File: config.mk
export PLATFORM = sky130hd
export DESIGN_NAME = aux_adc_ctrl_seq
export DESIGN_NICKNAME = d
export VERILOG_FILES = /design/src/rtl/aux_dig_if_pkg.sv /design/src/rtl/aux_wait_cnt.sv /design/src/rtl/aux_adc_ctrl_seq.sv
export SDC_FILE = /design/constraint.sdc
export NUM_CORES = 1
export LEC_CHECK = 0
export CAP_MARGIN = 20
export CORE_AREA = 5 5 74 76
export DETAILED_ROUTE_END_ITERATION = 16
export DIE_AREA = 0 0 79 81
export SLEW_MARGIN = 10
export SYNTH_ARGS = -nofsm -noshare
export SYNTH_HDL_FRONTEND = slang
export SYNTH_HIERARCHICAL = 1
export SYNTH_SLANG_ARGS = --single-unit
File: constraint.sdc
create_clock -name PClkxCI -period 3.1 [get_ports PClkxCI]
set_clock_uncertainty 0.15 [all_clocks]
set_input_delay 0.31 -clock PClkxCI [delete_from_list [all_inputs] [get_ports PClkxCI]]
set_output_delay 0.31 -clock PClkxCI [all_outputs]
set_load 0.01 [all_outputs]
File: src/rtl/aux_dig_if_pkg.sv
// aux_dig_if_pkg: shared state encoding, default settle times and control bundle for the aux ADC sequencer
package aux_dig_if_pkg;
  typedef enum logic [1:0] {IDLE = 2'd0, QUIESCE = 2'd1, PWR = 2'd2, CFG = 2'd3} state_t;
  localparam int PWRUP_CYCLES_DEF = 64;
  localparam int CFG_CYCLES_DEF = 8;
  localparam int CNT_W_DEF = 8;
  typedef struct packed {
    logic       adc_en;
    logic       ch1_en;
    logic       ch1_short;
    logic [1:0] ch1_cal;
    logic       ch2_en;
    logic       ch2_short;
    logic [1:0] ch2_cal;
    logic       iqmux_en;
  } ctrl_t;
endpackage

File: src/rtl/aux_wait_cnt.sv
// aux_wait_cnt: loadable down-counter with zero flag for settle waits
module aux_wait_cnt #(
  parameter int CNT_W = 8
) (
  input  logic             clk,
  input  logic             rst_n,
  input  logic             ld,
  input  logic             dec,
  input  logic [CNT_W-1:0] val,
  output logic             zero
);
  logic [CNT_W-1:0] cnt;
  always_ff @(posedge clk or negedge rst_n)
    if (!rst_n) cnt <= '0;
    else if (ld) cnt <= val;
    else if (dec) cnt <= cnt - 1'b1;
  assign zero = cnt == '0;
endmodule

File: src/rtl/aux_adc_ctrl_seq.sv
// aux_adc_ctrl_seq: applies captured mmap ADC settings in power-safe order (chEn off, adcEn, cal/short, chEn on)
module aux_adc_ctrl_seq
  import aux_dig_if_pkg::*;
#(
  parameter int PWRUP_CYCLES = PWRUP_CYCLES_DEF,
  parameter int CFG_CYCLES   = CFG_CYCLES_DEF,
  parameter int CNT_W        = CNT_W_DEF
) (
  input  logic       PClkxCI,
  input  logic       PResetxRBI,
  input  logic       master_ld_mmap_muxed,
  input  logic       reg_adcEn,
  input  logic       reg_ch1_chEn,
  input  logic       reg_ch1_short,
  input  logic [1:0] reg_ch1_calMode,
  input  logic       reg_ch2_chEn,
  input  logic       reg_ch2_short,
  input  logic [1:0] reg_ch2_calMode,
  input  logic       reg_iqmuxEn,
  output logic       CHI_adcEn_muxed,
  output logic       CHI1_chEn_muxed,
  output logic       CHI1_short_muxed,
  output logic [1:0] CHI1_calMode_muxed,
  output logic       CHI2_chEn_muxed,
  output logic       CHI2_short_muxed,
  output logic [1:0] CHI2_calMode_muxed,
  output logic       adc_iqmuxEn_i_muxed,
  output logic       seq_busy,
  output logic       ld_done,
  output logic       ld_pending
);
  state_t state, state_nx;
  ctrl_t regs, sh, q;
  logic ld_q, ld_edge, start, zero, cnt_ld, cnt_dec;
  logic [CNT_W-1:0] cnt_val;
  assign regs = {reg_adcEn, reg_ch1_chEn, reg_ch1_short, reg_ch1_calMode,
                 reg_ch2_chEn, reg_ch2_short, reg_ch2_calMode, reg_iqmuxEn};
  assign ld_edge = master_ld_mmap_muxed & ~ld_q;
  assign start = state == IDLE && (ld_edge || ld_pending);
  assign seq_busy = state != IDLE;
  always_comb begin
    state_nx = state;
    cnt_ld = 1'b0;
    cnt_dec = 1'b0;
    cnt_val = '0;
    case (state)
      IDLE: state_nx = start ? QUIESCE : IDLE;
      QUIESCE: begin
        state_nx = PWR;
        cnt_ld = 1'b1;
        // the long power-up settle applies only when the ADC is actually being switched on
        cnt_val = (sh.adc_en & ~q.adc_en) ? CNT_W'(PWRUP_CYCLES - 1) : '0;
      end
      PWR: begin
        state_nx = zero ? CFG : PWR;
        cnt_ld = zero;
        cnt_dec = ~zero;
        cnt_val = CNT_W'(CFG_CYCLES - 1);
      end
      CFG: begin
        state_nx = zero ? IDLE : CFG;
        cnt_dec = ~zero;
      end
    endcase
  end
  always_ff @(posedge PClkxCI or negedge PResetxRBI) begin
    if (!PResetxRBI) begin
      state <= IDLE;
      ld_q <= 1'b1;
      ld_pending <= 1'b0;
      ld_done <= 1'b0;
      sh <= '0;
      q <= '0;
    end else begin
      state <= state_nx;
      ld_q <= master_ld_mmap_muxed;
      ld_done <= state == CFG && zero;
      ld_pending <= start ? 1'b0 : ld_pending | (ld_edge && state != IDLE);
      if (start) begin
        sh <= regs;
        q.ch1_en <= 1'b0;
        q.ch2_en <= 1'b0;
        q.iqmux_en <= 1'b0;
      end
      if (state == QUIESCE) q.adc_en <= sh.adc_en;
      if (state == PWR && zero) begin
        q.ch1_cal <= sh.ch1_cal;
        q.ch1_short <= sh.ch1_short;
        q.ch2_cal <= sh.ch2_cal;
        q.ch2_short <= sh.ch2_short;
      end
      if (state == CFG && zero) begin
        q.ch1_en <= sh.ch1_en;
        q.ch2_en <= sh.ch2_en;
        q.iqmux_en <= sh.iqmux_en;
      end
    end
  end
  aux_wait_cnt #(.CNT_W(CNT_W)) u_cnt (
    .clk  (PClkxCI),
    .rst_n(PResetxRBI),
    .ld   (cnt_ld),
    .dec  (cnt_dec),
    .val  (cnt_val),
    .zero (zero)
  );
  assign CHI_adcEn_muxed = q.adc_en;
  assign CHI1_chEn_muxed = q.ch1_en;
  assign CHI1_short_muxed = q.ch1_short;
  assign CHI1_calMode_muxed = q.ch1_cal;
  assign CHI2_chEn_muxed = q.ch2_en;
  assign CHI2_short_muxed = q.ch2_short;
  assign CHI2_calMode_muxed = q.ch2_cal;
  assign adc_iqmuxEn_i_muxed = q.iqmux_en;
endmodule

# Word level (Yosys, flattened, before mapping)
# Cells that the tools add are included.
[classes] reduce_logical=11 bitwise_logic=6 mux=15 eq_ne=3 n_addsub=1
[ops] op="8-bit 2-to-1 mux" n=2
[ops] op="6-bit case mux with 2 select lines" n=1
[ops] op="8-bit logical NOT" n=1
[ops] op="1-bit 2-to-1 mux" n=8
[ops] op="2-bit case mux with 4 select lines" n=1
[ops] op="8-bit by 1-bit subtractor with 8-bit output (second input constant)" n=1
[ops] op="6-bit 2-to-1 mux" n=1
[ops] op="2-bit nonzero test" n=3
[ops] op="2-bit equality test (second input constant)" n=2
[ops] op="1-bit logical AND" n=4
[ops] op="1-bit inverter" n=3
[ops] op="1-bit bitwise AND" n=2
[ops] op="2-bit by 1-bit equality test with 1-bit output (second input constant)" n=1
[ops] op="2-bit logical NOT" n=1
[ops] op="2-bit 2-to-1 mux" n=1
[ops] op="1-bit case mux with 2 select lines" n=1
[ops] op="2-bit OR reduction" n=1
[ops] op="1-bit logical OR" n=1
[ops] op="1-bit bitwise OR" n=1
[totals] out_inout_bits=13 wordCells=57 ff_bits=33 in_bits=13

# Depth between registers and ports, before layout
# Gate-level depths: netlist of the first run.
[logic_depth] word_depth=6 ltp_mapped=9

# Cells and area by module
# The synthesis of the first run kept the hierarchy.
[by_module_without_submodules] module="aux_adc_ctrl_seq" seq_area_each_um2=626.9 area_each_um2=1126.1 cells_per_inst=81 instances=1
[by_module_without_submodules] module="aux_wait_cnt" seq_area_each_um2=200.2 area_each_um2=474.2 cells_per_inst=50 instances=1

# Worst setup path after synthesis of the first run
# Ideal clock, no wire load.
[synth_timing] kind="register to register" from="reg u_cnt.cnt[0]" to="reg u_cnt.cnt[5]" slack_ns=0.643 path_buffers=1 arrival_ns=2.183 stages_incl_launch_ff=9 synth_period_minus_slack_ns=2.457 path_cell_list="dfrtp_1 > inv_1 > ha_1 > nor4b_1 > buf_2 > nor2_1 > or4b_4 > o31a_1 > o31a_1"
[synth_via] elab_chain_cells=4
[synth_lines] item="from (decl)" line_no="aux_wait_cnt.sv:12" rtl="logic [CNT_W-1:0] cnt;"
[synth_lines] item="from (signal assigned)" line_no="aux_wait_cnt.sv:15" rtl="else if (ld) cnt <= val;"
[synth_lines] item="from (signal assigned)" line_no="aux_wait_cnt.sv:16" rtl="else if (dec) cnt <= cnt - 1'b1;"
[synth_lines] item="8-bit logical NOT" line_no="aux_wait_cnt.sv:17" rtl="assign zero = cnt == '0;"
[synth_lines] item="named net zero" line_no="aux_adc_ctrl_seq.sv:34" rtl="logic ld_q, ld_edge, start, zero, cnt_ld, cnt_dec;"
[synth_lines] item="1-bit inverter" line_no="aux_adc_ctrl_seq.sv:57, aux_adc_ctrl_seq.sv:62"
[synth_lines] item="1-bit 2-to-1 mux"
[synth_lines] item="named net cnt_dec" line_no="aux_adc_ctrl_seq.sv:34"
[synth_lines] item="2-bit nonzero test (no line)"
# The timed path passes the listed nets, and every way through them passes these cells. The select of a mux whose other input is x is not followed.
# A chain may end at the register's enable or synchronous reset.

# Final worst setup path of the first run
# Ends and elaborated chain as after synthesis.

==> metrics.yaml, run 1 <==
status: "complete, no violations"
grt_usage: 0.110
wl_per_cell_um: 14.0
gr-total-overflow: 0
grt_pass1_vias: 1183
dp_worst_setup_slack_ns: 0.494
path_max_fanout: 10
clkTransAtPathRegs_ns: 0.07
synth_cells: 131
die-area_um2: 6400
io_pins: 26
rows: 25
p_leak_nw: 0.913
slowest_stage: "or4b_4"
initial_core_util: 0.343
fin_nets: 186
num_antenna_cells: 0
core_um2: 4660
critical_path_class: "register to register"
crit_path_frequent_cell: "o31a_1"
crit_path_cell_trace: "inv_1 > ha_1 > nor4b_1 > buf_4 > nor2_1 > or4b_4 > o31a_1 > o31a_1"
worst_slew_pin_slew_ns: 0.535
rsz0062_at_grt: "no"
worstPathRequired_ns: 3.12
die_w_um: 79
min_period_ns: 2.63
fin_util: 0.430
cp-start-kind: "register"
synthesis.area_um2: 1600
initialDrtViolationCount: 55
hold_path.class: "primary input to async pin"
slew_viol_final: 0
cp_top_family: "simple AND/OR/NAND/NOR gates"
via_count: 1040
area_growth_pct: 25.2
finalCritPeriodShare: 0.849
grt_max_degree: 34
critPathMaxStageDelay_ns: 0.55
cp.arrival_ns: 2.65
clkSinkCount: 33
yosysUniqueCellTypes: 34
layout_commonest_cell: "dfrtp_1"
cts_root_buf: "clkbuf_8"
clockBufferDepth: 2
worst_slack_ns: 0.468
totalWireLength_mm: 3.06
numCtsBuffers: 5
dpl.hpwl_mm: 2.24
clk_latency_ns: 0.28
post-cts-setup-buffer-count: 0
h-tree-depth: 2
gp_congestion: 0.757
grt_pass1_wl_mm: 5.44
syn_avg_cell_area_um2: 12.2
setup_violations: 0
fmax_mhz: 380
layout-drive-gt1-share: 0.206
tns_ns: 0
end_kind: "register"
portBuffers: 25
ctsResizeCount: 0
critPathBufInv: 2
ant_nets: 0
drc: 0
antenna_found_initial: 0
vias_per_cell: 4.75
cap_violations: 0
synth_seq_cells: 33
ir_drop_v: 0.000399
synth.yosys.warnings: 6
seq_area_frac_synth: 0.517
cts_tree: "built"
whs_ns: 0.286
hold_viol: 0
mostFrequentLayoutCells: "32 x dfrtp_1, 25 x clkdlybuf4s50_1, 11 x nand2_1, 11 x o21ai_0, 10 x mux2_2"
power.density_nw_per_um2: 872
die_h_um: 81
dr.pass1.iters: 4
relSlewSlack: 0.642
hold_buffers: 0
-- synthesized netlist by cell type (all sizes together) --
library cell | instances | share of area
a211oi | 1 | 0.0047
a21oi | 2 | 0.0063
a31o | 3 | 0.016
and3 | 3 | 0.012
and4bb | 1 | 0.0078
buf | 3 | 0.017
conb | 1 | 0.0023
dfrtp | 32 | 0.50
dfstp | 1 | 0.016
ha | 9 | 0.070
inv | 7 | 0.016
mux2 | 16 | 0.13
nand2 | 12 | 0.030
nand2b | 1 | 0.0039
nand3 | 2 | 0.0063
nand3b | 1 | 0.0047
nor2 | 3 | 0.0070
nor2b | 6 | 0.028
nor4 | 1 | 0.0039
nor4b | 1 | 0.0055
o21a | 2 | 0.0094
o21ai | 12 | 0.045
o31a | 2 | 0.011
or3 | 1 | 0.0047
or4 | 3 | 0.014
or4b | 1 | 0.0086
xnor2 | 2 | 0.011
xor2 | 2 | 0.011
-- final timing paths --
kind	from	endpoint	slack (ns)	cells after the start
setup reg to reg	u_cnt/cnt[0]	u_cnt/cnt[5]	0.47	8
hold reg to reg	sh[2]	sh[2]	0.35	1
min in group PClkxCI	master_ld_mmap_muxed	ld_q	0.31	1
max in group asynchronous	PResetxRBI	ld_q	2.19	2
setup / recovery	u_cnt/cnt[0]	u_cnt/cnt[5]	0.47	8
hold / removal	PResetxRBI	u_cnt/cnt[6]	0.29	2
-- cell families (layout without fill, tap and decap cells) --
kind of cell             Yosys count  count (layout)  share of synthesized area
buffers and inverters             10              43                     0.0336
flip-flops                        33              33                      0.517
other                              1               2                    0.00234
AND/OR/NAND/NOR                   36              36                      0.136
XOR/XNOR                           4               4                     0.0219
AO/OA/AOI/OAI                     22              22                     0.0923
multiplexers                      16              16                      0.127
adder cells (fa/ha/maj)            9               9                     0.0704
-- registers in the layout, indices dropped and copies added, names as in the netlist --
name / flops
sh: 10
CHI2_calMode_muxed: 2
CHI_adcEn_muxed: 1
CHI1_chEn_muxed: 1
CHI1_short_muxed: 1
ld_pending: 1
CHI1_calMode_muxed: 2
u_cnt/cnt: 8
state: 2
adc_iqmuxEn_i_muxed: 1
ld_q: 1
CHI2_chEn_muxed: 1
ld_done: 1
CHI2_short_muxed: 1
-- through the flow --
step / area (um^2) / power, mW / std cells
2_1_floorplan: 1600 / 1.22 / 132
3_3_place_gp: 1920 / 1.41 / 211
3_5_place_dp: 1920 / 1.44 / 211
4_1_cts: 2000 / 1.77 / 219
5_1_grt: 2000 / 1.90 / 219
6_report: 2000 / 1.75 / 219
-- layout make-up --
cell class | instances | area (um^2)
Fill cell | 425 | 2660
Sequential cell | 33 | 827
Multi-Input combinational cell | 89 | 723
Timing Repair Buffer | 28 | 273
Clock buffer | 5 | 68.8
Tap cell | 54 | 67.6
Inverter | 7 | 26.3
Clock inverter | 3 | 17.5
-- report_power, final --
group / switching, mW / internal (mW)
clock: 0.157 / 0.155
combinational: 0.329 / 0.385
sequential: 0.123 / 0.599
-- routing by layer --
metal,up-vias,share of wire,track usage,wire length (um)
met5,-,0,0,0
met4,0,0.0088,0.0412,27
met1,501,0.44,0.125,1350
li1,514,-,-,-
met3,5,0.048,0.0410,146
met2,20,0.50,0.188,1540
Note: power is estimated with default switching activity, not from simulation.
==> run 2: changes to the inputs <==
Clock period 3.1 ns to 2.3 ns, I/O delays scaled along.
==> run 2 against run 1 <==
Wire length rose by 15%. Setup slack worse by 0.47 ns. Power rose by 60%. Sequential power rose by 35%. First-iteration DRC count up 20%. Global-route usage increased by 0.93 points. Maximum frequency is 14% higher. Highest routed layer unchanged.
==> metrics.yaml, run 2 (synthesized netlist as in run 1, its figures left out) <==
relSlewSlack: 0.646  # was 0.642
initialDrtViolationCount: 66  # was 55
grt_max_degree: 34  # unchanged
cp-start-kind: "register"  # unchanged
dp_cells: 215  # was 211
total_power_mw: 2.80  # was 1.75 mW
clkTransAtPathRegs_ns: 0.07  # about the same
wl_per_cell_um: 15.1  # was 14.0 um
hold_path.class: "primary input to async pin"  # unchanged
cts_root_buf: "clkbuf_8"  # unchanged
slew_viol_final: 0  # unchanged
r2r-start: "u_cnt/cnt[3]"  # was u_cnt/cnt[0]
portBuffers: 25  # unchanged
clockBufferDepth: 2  # unchanged
worst_slack_ns: 0.000415  # was 0.468 ns
dpl.hpwl_mm: 2.32  # was 2.24 mm
finalNonFillerCells: 234  # was 219
io_pins: 26  # unchanged
hold_viol: 0  # unchanged
r2r-end: "u_cnt/cnt[7]"  # was u_cnt/cnt[5]
clk_latency_ns: 0.28  # about the same
ir_drop_v: 0.000565  # was 0.000399 V
critical_path_class: "register to register"  # unchanged
drc: 0  # unchanged
cp.arrival_ns: 2.31  # was 2.65 ns
dr_wl_met3_um: 143  # was 146 um
highest-signal-layer: "met4"  # unchanged
core_um2: 4660  # unchanged
antenna_found_initial: 0  # unchanged
fin_nets: 201  # was 186
dr.pass1.iters: 4  # unchanged
worstPathRequired_ns: 2.31  # was 3.12 ns
rrSetupSlack_ns: 0.0004  # was 0.47 ns
cts_tree: "built"  # unchanged
hold_buffers: 0  # unchanged
path_max_fanout: 13  # was 10
via_count: 1121  # was 1040
layout-drive-gt1-share: 0.311  # was 0.206
cap_violations: 0  # unchanged
grt_usage: 0.119  # was 0.110
setup_violations: 0  # unchanged
clkSinkCount: 33  # unchanged
status: "complete, no violations"  # unchanged
fmax_mhz: 435  # was 380 MHz
dp_worst_setup_slack_ns: -0.0719  # was 0.494 ns
power.density_nw_per_um2: 1270  # was 872 nW/um^2
gr-total-overflow: 0  # unchanged
num_antenna_cells: 0  # unchanged
die_h_um: 81  # unchanged
grt_pass1_vias: 1267  # was 1183
initial_core_util: 0.343  # unchanged
wl_met2_mm: 1.87  # was 1.54 mm
largest_reg_flops: 10  # unchanged
ant_nets: 0  # unchanged
end_kind: "register"  # unchanged
worst_slew_pin_slew_ns: 0.529  # was 0.535 ns
die_w_um: 79  # unchanged
layout_commonest_cell: "dfrtp_1"  # unchanged
rows: 25  # unchanged
rr_worst_depth: 8  # unchanged
p_leak_nw: 1.02  # was 0.913 nW
largest-register: "sh"  # unchanged
grt_pass1_wl_mm: 5.83  # was 5.44 mm
h-tree-depth: 2  # unchanged
gp_congestion: 0.737  # was 0.757
area_growth_pct: 37.7  # was 25.2%
totalWireLength_mm: 3.53  # was 3.06 mm
vias_per_cell: 4.79  # was 4.75
finalCritPeriodShare: 1.00  # was 0.849
mostFrequentLayoutCells: "31 x dfrtp_1, 25 x clkdlybuf4s50_1, 17 x buf_4, 11 x nand2_1, 10 x mux2_2"  # was 32 x dfrtp_1, 25 x clkdlybuf4s50_1, 11 x nand2_1, 11 x o21ai_0, 10 x mux2_2
fin_util: 0.473  # was 0.430
min_period_ns: 2.30  # was 2.63 ns
rsz0062_at_grt: "yes"  # was no
tns_ns: 0  # unchanged
largestRegisters: "sh: 10 flops, u_cnt/cnt: 8 flops"  # unchanged
wl_met1_mm: 1.48  # was 1.35 mm
die-area_um2: 6400  # unchanged
numCtsBuffers: 5  # unchanged
-- run 2: changes by cell type in the layout (fill, tap and decap cells not counted), sizes merged --
| cell | before | now |
|---|---|---|
| bufinv | 0 | 1 |
| clkbuf | 5 | 6 |
| clkinv | 2 | 0 |
| buf | 3 | 18 |
-- run 2: metal layers --
metal / vias up / GRT usage
li1: 544 / -
met1: 556 / 0.135
met2: 19 / 0.203
met3: 2 / 0.0432
met4: 0 / 0.0515
met5: - / 0
-- run 2: worst max path at each step --
stage                             from               end  depth (start not counted)
final                     u_cnt/cnt[3]      u_cnt/cnt[7]                          8
after CTS                 u_cnt/cnt[3]      u_cnt/cnt[7]                          8
after global routing      u_cnt/cnt[3]      u_cnt/cnt[7]                          8
after floorplan           u_cnt/cnt[0]      u_cnt/cnt[5]                          8
after detailed placement  u_cnt/cnt[3]      u_cnt/cnt[7]                          8
after global placement    u_cnt/cnt[3]  CHI2_short_muxed                          5
-- run 2: final cells by class --
cell class	count	area (um^2)
clock inverters	2	37.5
clock buffers	6	82.6
repair buffers	43	398
inverters	7	26.3
flip-flops and latches	33	828
multi-input cells	89	763
well taps	54	67.6
fillers	409	2460
-- run 2: stage by stage --
stage          hold WS [ns]  cell area (um^2)
2_1_floorplan        -0.216              1610
3_3_place_gp          0.334              1980
3_5_place_dp          0.343              1980
4_1_cts               0.217              2100
5_1_grt               0.235              2200
6_report              0.208              2200
-- run 2: worst max-delay path: stages, from the launching register on --
cell and delay, ns:
dfrtp_1 0.38, or4_4 0.57, nor4b_4 0.42, a21oi_2 0.10
nor2b_2 0.17, buf_12 0.14, nor2b_1 0.06, o21ai_1 0.10
nand3_1 0.09
-- run 2: timing repair --
item / CTS / global route
pin swaps: 0 / 2
resized for setup: 1 / 10
endpoints found under the setup margin: 9 / 9
endpoints found under the hold margin: 0 / 0
setup buffers: 0 / 11
-- run 2: where the power goes --
| group | leakage (nW) | internal, mW | switching (mW) | total (mW) |
|---|---|---|---|---|
| Sequential | 0.414 | 0.808 | 0.164 | 0.972 |
| Clock | 0.0574 | 0.352 | 0.224 | 0.576 |
| Combinational | 0.553 | 0.708 | 0.543 | 1.25 |
| Total | 1.02 | 1.87 | 0.930 | 2.80 |
==> run 3: changes to the inputs <==
Settings changed: ABC_CLOCK_PERIOD_IN_PS from default to 2300.
==> results of run 3 <==
The final DEF is identical to that of run 2; final timing and power are the same.
